===== src/rtl/cdb_pkg.sv =====
// Shared definitions for the common-data-bus arbiter: arbitration modes and the
// broadcast packet layout at core-default widths.
package cdb_pkg;

    localparam int unsigned ARB_RR  = 0;
    localparam int unsigned ARB_AGE = 1;

    localparam int unsigned PKT_TAG_W     = 4;
    localparam int unsigned PKT_ROB_PTR_W = 4;

    typedef struct packed {
        logic [PKT_TAG_W-1:0]     tag;
        logic [31:0]              wdata;
        logic [PKT_ROB_PTR_W-1:0] inst_id;
    } cdb_pkt_t;

endpackage


===== src/rtl/cdb_pick.sv =====
// Rotating first-set picker: scans req upward from start (mod N) and returns the
// first set index plus the request vector with that bit removed.
module cdb_pick #(
    parameter int unsigned N     = 4,
    parameter int unsigned IDX_W = $clog2(N)
) (
    input  logic [N-1:0]     req,
    input  logic [IDX_W-1:0] start,
    output logic             found,
    output logic [IDX_W-1:0] idx,
    output logic [N-1:0]     req_rest
);

    always_comb begin
        int unsigned j;
        found    = 1'b0;
        idx      = '0;
        req_rest = req;
        for (int unsigned off = 0; off < N; off++) begin
            j = (32'(start) + off) % N;
            if (!found && req[j]) begin
                found       = 1'b1;
                idx         = IDX_W'(j);
                req_rest[j] = 1'b0;
            end
        end
    end

endmodule


===== src/rtl/cdb_arbiter.sv =====
// Multi-lane CDB arbiter: grants up to N_CDB execution-unit results per cycle
// (round-robin or oldest-first) and broadcasts them on registered lanes next cycle.
module cdb_arbiter
    import cdb_pkg::*;
#(
    parameter int unsigned N_EXU     = 4,
    parameter int unsigned N_CDB     = 2,
    parameter int unsigned TAG_W     = 4,
    parameter int unsigned ROB_DEPTH = 16,
    parameter int unsigned ROB_PTR_W = $clog2(ROB_DEPTH),
    parameter int unsigned ARB_MODE  = ARB_RR
) (
    input  logic                       clk,
    input  logic                       rst_n,
    input  logic                       flush,
    input  logic [ROB_PTR_W-1:0]       rob_head,
    input  logic [N_EXU-1:0]           exu_req,
    output logic [N_EXU-1:0]           exu_rdy,
    input  logic [N_EXU*TAG_W-1:0]     exu_tag,
    input  logic [N_EXU*32-1:0]        exu_wdata,
    input  logic [N_EXU*ROB_PTR_W-1:0] exu_inst_id,
    output logic [N_CDB-1:0]           cdb_wr,
    output logic [N_CDB*TAG_W-1:0]     cdb_tag,
    output logic [N_CDB*32-1:0]        cdb_wdata,
    output logic [N_CDB*ROB_PTR_W-1:0] cdb_inst_id
);

    localparam int unsigned IDX_W = $clog2(N_EXU);

    typedef struct packed {
        logic [TAG_W-1:0]     tag;
        logic [31:0]          wdata;
        logic [ROB_PTR_W-1:0] inst_id;
    } lane_t;

    logic [IDX_W-1:0] rr_ptr_q, rr_ptr_d;
    logic [N_CDB-1:0] cdb_wr_q, cdb_wr_d;
    lane_t            lane_q [N_CDB];
    lane_t            lane_d [N_CDB];

    logic [N_EXU-1:0] req_eff;
    logic [N_EXU-1:0] req_left;
    logic [N_CDB-1:0] gnt_vld;
    logic [IDX_W-1:0] gnt_idx [N_CDB];

    // Reset and flush both mask requests, so nothing downstream can grant.
    assign req_eff = (rst_n && !flush) ? exu_req : '0;
    assign exu_rdy = req_eff & ~req_left;

    if (ARB_MODE == ARB_RR) begin : g_rr
        logic [N_EXU-1:0] chain [N_CDB+1];
        logic             unused_rob_head;

        assign chain[0]        = req_eff;
        assign req_left        = chain[N_CDB];
        assign unused_rob_head = ^rob_head;

        for (genvar k = 0; k < N_CDB; k++) begin : g_stage
            cdb_pick #(
                .N     (N_EXU),
                .IDX_W (IDX_W)
            ) u_pick (
                .req      (chain[k]),
                .start    (rr_ptr_q),
                .found    (gnt_vld[k]),
                .idx      (gnt_idx[k]),
                .req_rest (chain[k+1])
            );
        end
    end else begin : g_age
        logic [ROB_PTR_W-1:0] age [N_EXU];
        logic                 unused_rr_ptr;

        assign unused_rr_ptr = ^rr_ptr_q;

        always_comb begin
            logic                 found;
            logic [ROB_PTR_W-1:0] best_age;
            logic [IDX_W-1:0]     best;
            req_left = req_eff;
            gnt_vld  = '0;
            found    = 1'b0;
            best_age = '0;
            best     = '0;
            for (int unsigned i = 0; i < N_EXU; i++) begin
                age[i] = exu_inst_id[i*ROB_PTR_W +: ROB_PTR_W] - rob_head;
            end
            for (int unsigned k = 0; k < N_CDB; k++) begin
                found    = 1'b0;
                best_age = '0;
                best     = '0;
                // Strict compare keeps the lower index on equal ages.
                for (int unsigned i = 0; i < N_EXU; i++) begin
                    if (req_left[i] && (!found || age[i] < best_age)) begin
                        found    = 1'b1;
                        best_age = age[i];
                        best     = IDX_W'(i);
                    end
                end
                gnt_vld[k] = found;
                gnt_idx[k] = best;
                if (found) req_left[best] = 1'b0;
            end
        end
    end

    always_comb begin
        int unsigned sel;
        rr_ptr_d = rr_ptr_q;
        cdb_wr_d = gnt_vld;
        for (int unsigned k = 0; k < N_CDB; k++) begin
            sel       = 32'(gnt_idx[k]);
            lane_d[k] = '0;
            if (gnt_vld[k]) begin
                lane_d[k].tag     = exu_tag[sel*TAG_W +: TAG_W];
                lane_d[k].wdata   = exu_wdata[sel*32 +: 32];
                lane_d[k].inst_id = exu_inst_id[sel*ROB_PTR_W +: ROB_PTR_W];
                rr_ptr_d          = (sel == N_EXU - 1) ? '0 : IDX_W'(sel + 1);
            end
        end
        if (ARB_MODE != ARB_RR) rr_ptr_d = '0;
    end

    always_ff @(posedge clk or negedge rst_n) begin
        if (!rst_n) begin
            rr_ptr_q <= '0;
            cdb_wr_q <= '0;
            for (int unsigned k = 0; k < N_CDB; k++) lane_q[k] <= '0;
        end else begin
            rr_ptr_q <= rr_ptr_d;
            cdb_wr_q <= cdb_wr_d;
            for (int unsigned k = 0; k < N_CDB; k++) lane_q[k] <= lane_d[k];
        end
    end

    always_comb begin
        cdb_wr = cdb_wr_q;
        for (int unsigned k = 0; k < N_CDB; k++) begin
            cdb_tag[k*TAG_W +: TAG_W]             = lane_q[k].tag;
            cdb_wdata[k*32 +: 32]                 = lane_q[k].wdata;
            cdb_inst_id[k*ROB_PTR_W +: ROB_PTR_W] = lane_q[k].inst_id;
        end
    end

endmodule


===== config.mk =====
export PLATFORM = sky130hd
export DESIGN_NAME = cdb_arbiter
export DESIGN_NICKNAME = d
export VERILOG_FILES = /design/src/rtl/cdb_pkg.sv /design/src/rtl/cdb_pick.sv /design/src/rtl/cdb_arbiter.sv
export SDC_FILE = /design/constraint.sdc
export NUM_CORES = 1
export LEC_CHECK = 0
export ABC_AREA = 0
export BUFFER_PORTS_ARGS = -buffer_cell sky130_fd_sc_hd__clkbuf_2
export CAP_MARGIN = 5
export CORE_ASPECT_RATIO = 1.4
export CORE_MARGIN = 3
export CORE_UTILIZATION = 53
export DETAILED_ROUTE_END_ITERATION = 6
export GPL_TIMING_DRIVEN = 0
export PLACE_DENSITY_LB_ADDON = 0.15
export SETUP_SLACK_MARGIN = 0.3
export SLEW_MARGIN = 10
export SYNTH_ARGS = -nofsm -noshare
export SYNTH_HDL_FRONTEND = slang
export SYNTH_SLANG_ARGS = --single-unit

===== constraint.sdc =====
create_clock -name clk -period 6.3 [get_ports clk]
set_input_delay 0.945 -clock clk [delete_from_list [all_inputs] [get_ports clk]]
set_output_delay 0.945 -clock clk [all_outputs]
set_load 0.02 [all_outputs]

==> results of run 1 <==
==> sequential cells by signal, indices dropped and copies added, names as in the netlist <==
signal,cells
cdb_wdata,64
cdb_inst_id,8
cdb_tag,8
cdb_wr,2
rr_ptr_q,2
==> worst register-to-register path: stages (launching register included) <==
cell      delay, ps
dfrtp_1         380
buf_2           200
buf_2           250
inv_1           140
clkbuf_2        230
ha_1            340
buf_6           140
or3b_1          420
o22ai_2         310
nor4_1          160
nor3_2          500
a21oi_1         220
o21ai_2         260
a211o_1         260
clkbuf_1        460
o21ai_0         150
o32ai_1         470
==> worst paths after layout <==
check	start	endpoint	slack, ps	cells after the start
setup / recovery	rr_ptr_q[0]$_DFFE_PN0P_	exu_rdy[1]	590	16
hold / removal	rst_n	cdb_wdata[13]$_DFF_PN0_	620	1
setup reg to reg	rr_ptr_q[0]$_DFFE_PN0P_	cdb_tag[7]$_DFF_PN0_	1270	16
hold reg to reg	rr_ptr_q[1]$_DFFE_PN0P_	rr_ptr_q[1]$_DFFE_PN0P_	1160	3
max in group asynchronous	rst_n	cdb_wdata[34]$_DFF_PN0_	5000	2
min in group clk	exu_tag[1]	cdb_tag[5]$_DFF_PN0_	920	3
==> cells by family (layout without fill, tap and decap cells) <==
kind of cell	Yosys count	after routing	synth area share
AND/OR/NAND/NOR	181	181	0.151
AO/OA/AOI/OAI	149	149	0.229
multiplexers	85	85	0.219
flip-flops	84	84	0.338
buffers and inverters	56	325	0.0521
adder cells (fa/ha/maj)	4	4	0.00804
XOR/XNOR	2	2	0.00281
==> power breakdown <==
part	internal [mW]	switching [mW]	total, mW
registers	0.720	0.0609	0.781
clock network	0.312	0.227	0.538
logic	1.18	1.64	2.81
total	2.21	1.93	4.13
==> cell type report <==
class                      count  area share
clock buffer                  10      0.0286
inverter                       7     0.00374
sequential                    84       0.262
buffer                        49      0.0373
timing repair buffer         253       0.161
clock inverter                 6     0.00905
tap                          144      0.0225
multi-input combinational    421       0.476
==> per-layer routing <==
metal	routed length, um	share of wire	up-vias	global-route usage
met5	0	0	-	0
met4	742	0.035	0	0.137
met3	1570	0.074	74	0.0624
met2	11100	0.53	345	0.565
met1	7680	0.36	2983	0.365
li1	-	-	2690	-
==> Yosys cell counts, types with 4 or more instances <==
| cell | number |
|---|---|
| nor2_1 | 86 |
| dfrtp_1 | 84 |
| mux2i_1 | 43 |
| and2_1 | 42 |
| mux4_2 | 41 |
| o21ai_1 | 39 |
| o32ai_2 | 39 |
| clkbuf_1 | 17 |
| a21oi_1 | 15 |
| buf_2 | 13 |
| buf_6 | 11 |
| nand2_1 | 11 |
| nand3b_1 | 7 |
| inv_1 | 6 |
| nor4_1 | 6 |
| a211oi_1 | 5 |
| o21ai_0 | 5 |
| a211o_1 | 4 |
| a221oi_1 | 4 |
| buf_1 | 4 |
| buf_4 | 4 |
| ha_1 | 4 |
| nor3_1 | 4 |
| or3_1 | 4 |
==> reports/results.ini, run 1 <==
[outcome]
run_status=finished clean

[floorplanning]
die_h_um=134
io-pin-count=257
die_w_um=97.6
coreArea_sq_um=11400
dieArea_sq_um=13100
rows=46
initial_utilization=0.546

[power]
power_density_nw_per_um2=515
worst_ir_drop_vdd_mv=0.280
p_leak_nw=3.75
power_mw=4.13

[cts]
post-cts-setup-buffer-count=0
cts_resized=0
worstSkewPairLatency_ps=340
htreeDepth=3
clockRootBuffer=clkbuf_16
clkSinkCount=84
cts_buffer_depth=2
clkTransAtPathRegs_ps=70
cts_made_buffers=9
hold_buffers=0
cts_tree=yes

[sta]
fin_crit_ps=5710
fmax_ghz=0.175
worstMarginPinSlew_ps=835
relSlewSlack=0.442
fin_hold_ws_ps=624
final-hold-violation-count=0
fin_ws_ps=591
slew_violations=0
timing.final.crit_share=0.906
fin_worst_skew_ps=8.26
setup_tns_ps=0
rsz0062_at_grt=false
setup_viol=0

[global_routing]
gr-total-overflow=0
grt_util_all_layers=0.315
grt_pass1_vias=6400
antenna_found_initial=0
grt_max_degree=53
grt_first_pass_wirelength_mm=32.8

[yosys]
synth_area_sq_um=6220
synth_cells=561
synth-main-ff-cell=dfrtp_1
synth_top_area_cell=dfrtp_1
syn_avg_cell_area_sq_um=11.1
ys_ff_latch=84
synth_cell_types=71
yosysTopAreaCellShare=0.338
ys_seq_area_frac=0.338
yosysWarnings=0
async_reset_ff_frac=1.00
synth-edff-count=0
synth_area_leaders=dfrtp_1, mux4_2, o32ai_2, mux2i_1, nor2_1
syn-num-nets=736

[place]
dpl_cell_area_sq_um=7700
place.detailed.hpwl_mm=16.6
globalplace.congestion=0.957
port_buffers=252
place_ws_ps=647
dp_cells=958

[run]
drv_cap=0

[routing]
wire_per_inst_um=21.7
route.detailed.drc=0
route.vias.total=6092
drtIter0Drc=308
detail-route-antenna-nets=0
avgViaCountPerCell=6.25
routed_wl_mm=21.1
first_pass_iters=5

[finish]
final_cell_mix=clkbuf_2, nor2_1, dfrtp_1
drive_gt1_frac=0.481
nFillCells=891
final_util=0.704
final_cell_count_no_fill=974
nNetsFinal=1000
final_cell_area_sq_um=8020
layout_commonest_cell=clkbuf_2
syn_to_final_growth_pct=28.8
multi_input_area_sq_um=3810
seqCellArea_sq_um=2100
insertedDiodeCount=0

[setup_path]
cp_num_buf_inv=6
slowest_stage=or3_1
worstSetupPathType=reg2out
path_cells=buf_2, buf_2, inv_1, clkbuf_2, ha_1, buf_6, or3b_1, o22ai_2, nor4_1, or3_1, o211a_1, a21oi_2, nor3_2, a221oi_1, a21oi_1, clkbuf_2
cp_top_family=compound AO/OA/AOI/OAI gates
start_kind=register
critical_path.max_stage_delay_ps=500
worst_setup_path_end_kind=primary output
cp.required_ps=5350
critPathArrivalTime_ps=4760
path_max_fanout=11

[hold_path]
hold_path_class=in2async

Power figures use the tool's default switching activity.
==> inputs of run 2 (changes only) <==
ABC_AREA = 1   (was 0)
CORE_UTILIZATION = 54   (was 53)
SYNTH_HIERARCHICAL = 1   (was unset)
==> run 2 against run 1 <==
Wire length grew 5.5%. Cell count grew 52%. Clock skew shrank 4.5 ps. Highest routed layer unchanged.
==> reports/results.ini, run 2 <==
[routing]
route.detailed.drc=0  ; unchanged
routed_wl_mm=22.2  ; was 21.1 mm
drtIter0Drc=491  ; was 308
wire_per_inst_um=15.0  ; was 21.7 um
route.vias.total=7797  ; was 6092
avgViaCountPerCell=5.26  ; was 6.25
first_pass_iters=5  ; unchanged
detail-route-antenna-nets=0  ; unchanged

[place]
port_buffers=252  ; unchanged
globalplace.congestion=0.923  ; was 0.957
dpl_cell_area_sq_um=8110  ; was 7700 sq um
place_ws_ps=1150  ; was 647 ps
place.detailed.hpwl_mm=16.4  ; was 16.6 mm

[global_routing]
met2_usage=0.563  ; was 0.565
grt_pass1_vias=7382  ; was 6400
grt_util_all_layers=0.317  ; was 0.315
grt_use_met3=0.0365  ; was 0.0624
grt.met1_usage=0.374  ; was 0.365
gr-total-overflow=0  ; unchanged
grt_max_degree=58  ; was 53
antenna_found_initial=0  ; unchanged
grt.busiest_layer=met2  ; unchanged
grt_first_pass_wirelength_mm=34.6  ; was 32.8 mm

[cts]
clkTransAtPathRegs_ps=70  ; about the same
post-cts-setup-buffer-count=0  ; unchanged
clockRootBuffer=clkbuf_16  ; unchanged
htreeDepth=3  ; unchanged
clkSinkCount=84  ; unchanged
worstSkewPairLatency_ps=340  ; about the same
cts_buffer_depth=2  ; unchanged
hold_buffers=0  ; unchanged
cts_tree=yes  ; unchanged
cts_made_buffers=9  ; unchanged
cts_resized=0  ; unchanged

[setup_path]
slowest_stage=clkbuf_4  ; was or3_1
cp_top_family=simple AND/OR/NAND/NOR gates  ; was compound AO/OA/AOI/OAI gates
rrSetupSlack_ps=2260  ; was 1270 ps
start_kind=input port  ; was register
r2r_start=rr_ptr_q[0]$_DFFE_PN0P_  ; unchanged
cp_num_buf_inv=4  ; was 6
path_max_fanout=57  ; was 11
worst_setup_path_end_kind=primary output  ; unchanged
path_cells=clkbuf_4, buf_16, nand2_1, nor2_1, inv_1, nand2_1, nand3_2, nand2_8, nor2_4, nand2_1, nand3_1, nor2_1, nand2_1, nand2_1, nand2_1, nand2_1, nand4_4, nor2_1, nor2_1, nor3_1, clkbuf_2  ; was buf_2, buf_2, inv_1, clkbuf_2, ha_1, buf_6, or3b_1, o22ai_2, nor4_1, or3_1, o211a_1, a21oi_2, nor3_2, a221oi_1, a21oi_1, clkbuf_2
r2r_cells=22  ; was 16
critical_path.max_stage_delay_ps=390  ; was 500 ps
cp.required_ps=5350  ; about the same
critPathArrivalTime_ps=4200  ; was 4760 ps
worstSetupPathType=in2out  ; was reg2out
reg2reg_to=cdb_wdata[56]$_DFF_PN0_  ; was cdb_tag[7]$_DFF_PN0_
cpMostUsedCell=nand2_1

[sta]
fin_crit_ps=5140  ; was 5710 ps
timing.final.crit_share=0.816  ; was 0.906
fin_hold_ws_ps=562  ; was 624 ps
relSlewSlack=0.550  ; was 0.442
setup_viol=0  ; unchanged
slew_violations=0  ; unchanged
fmax_ghz=0.194  ; was 0.175 GHz
rsz0062_at_grt=false  ; unchanged
worstMarginPinSlew_ps=675  ; was 835 ps
fin_ws_ps=1160  ; was 591 ps
final-hold-violation-count=0  ; unchanged
fin_worst_skew_ps=3.74  ; was 8.26 ps

[finish]
final_cell_mix=nand2_1, clkbuf_2, inv_1  ; was clkbuf_2, nor2_1, dfrtp_1
syn_to_final_growth_pct=27.1  ; was 28.8%
layout_commonest_cell=nand2_1  ; was clkbuf_2
nNetsFinal=1512  ; was 1000
insertedDiodeCount=0  ; unchanged
drive_gt1_frac=0.271  ; was 0.481
final_util=0.707  ; was 0.704
final_cell_area_sq_um=8440  ; was 8020 sq um
seqCellArea_sq_um=2100  ; unchanged
nFillCells=1128  ; was 891
largest_reg_flops=64  ; unchanged
multi_input_area_sq_um=3420  ; was 3810 sq um

[yosys]
synth_cell_types=28  ; was 71
synth_area_sq_um=6640  ; was 6220 sq um
ys_ff_latch=84  ; unchanged
synth_most_common_cell=nand2_1  ; was nor2_1
synth_cells=1065  ; was 561
synth-edff-count=0  ; unchanged
syn_avg_cell_area_sq_um=6.23  ; was 11.1 sq um
async_reset_ff_frac=1.00  ; unchanged
ys_seq_area_frac=0.317  ; was 0.338
yosysTopAreaCellShare=0.317  ; was 0.338
synth-main-ff-cell=dfrtp_1  ; unchanged
synth_area_leaders=dfrtp_1, nand2_1, nand3_1, inv_1, a21oi_1  ; was dfrtp_1, mux4_2, o32ai_2, mux2i_1, nor2_1
synth_top_area_cell=dfrtp_1  ; unchanged
yosysWarnings=6  ; was 0
synthTopCellsByCount=nand2_1, inv_1, nand3_1  ; was nor2_1, dfrtp_1, mux2i_1
syn-num-nets=1248  ; was 736

[floorplanning]
coreArea_sq_um=11900  ; was 11400 sq um
io-pin-count=257  ; unchanged
dieArea_sq_um=13700  ; was 13100 sq um
rows=47  ; was 46
die_w_um=99.7  ; was 97.6 um
initial_utilization=0.556  ; was 0.546
die_h_um=137  ; was 134 um

[run]
drv_cap=0  ; unchanged

[hold_path]
hold_path_class=in2async  ; unchanged

[outcome]
run_status=finished clean  ; unchanged

[run 2: cell count changes after synthesis, moves of 41 or more]
cell,change
nand3_1,+176
mux2i_1,-43
nand2_1,+357
a21oi_1,+75
mux4_2,-41
and2_1,-42
nor2_1,-62
inv_1,+177
[run 2: how the worst max path moves through the flow]
| stage | cells after the start | from | end | slack (ps) |
|---|---|---|---|---|
| after detailed placement | 21 | rst_n | exu_rdy[0] | 1150 |
| after global placement | 20 | rst_n | exu_rdy[3] | -100 |
| final | 21 | rst_n | exu_rdy[0] | 1160 |
| after global routing | 21 | rst_n | exu_rdy[0] | 710 |
| after CTS | 21 | rst_n | exu_rdy[0] | 1150 |
| after floorplan | 20 | flush | exu_rdy[0] | 2260 |
[run 2: cells by family (layout without fill, tap and decap cells)]
logic type	count (synthesis)	after routing	share of synthesized area
compound gates	94	94	0.0718
fa+ha+maj	12	12	0.0226
buf+inv	257	526	0.169
flops	84	84	0.317
simple gates	618	618	0.420
[run 2: final cells by class]
type,instances,area share
multi-input cells,724,0.405
flip-flops and latches,84,0.249
repair buffers,253,0.153
inverters,197,0.0891
plain buffers,60,0.0436
clock buffers,9,0.0267
well taps,147,0.0218
clock inverters,7,0.0117
[run 2: layer usage]
metal,up-vias,wire length [um]
met5,-,0
met4,0,822
met3,67,1810
met2,408,11300
met1,3510,8300
li1,3812,-
[run 2: through the flow]
stage | TNS [ps] | std cells
2_1_floorplan | 0 | 1065
3_3_place_gp | -375 | 1464
3_5_place_dp | 0 | 1465
4_1_cts | 0 | 1481
5_1_grt | 0 | 1481
6_report | 0 | 1481
Power of run 2 is not shown: default switching activity piles up to over one toggle a cycle in this logic, so the estimate is an artifact.
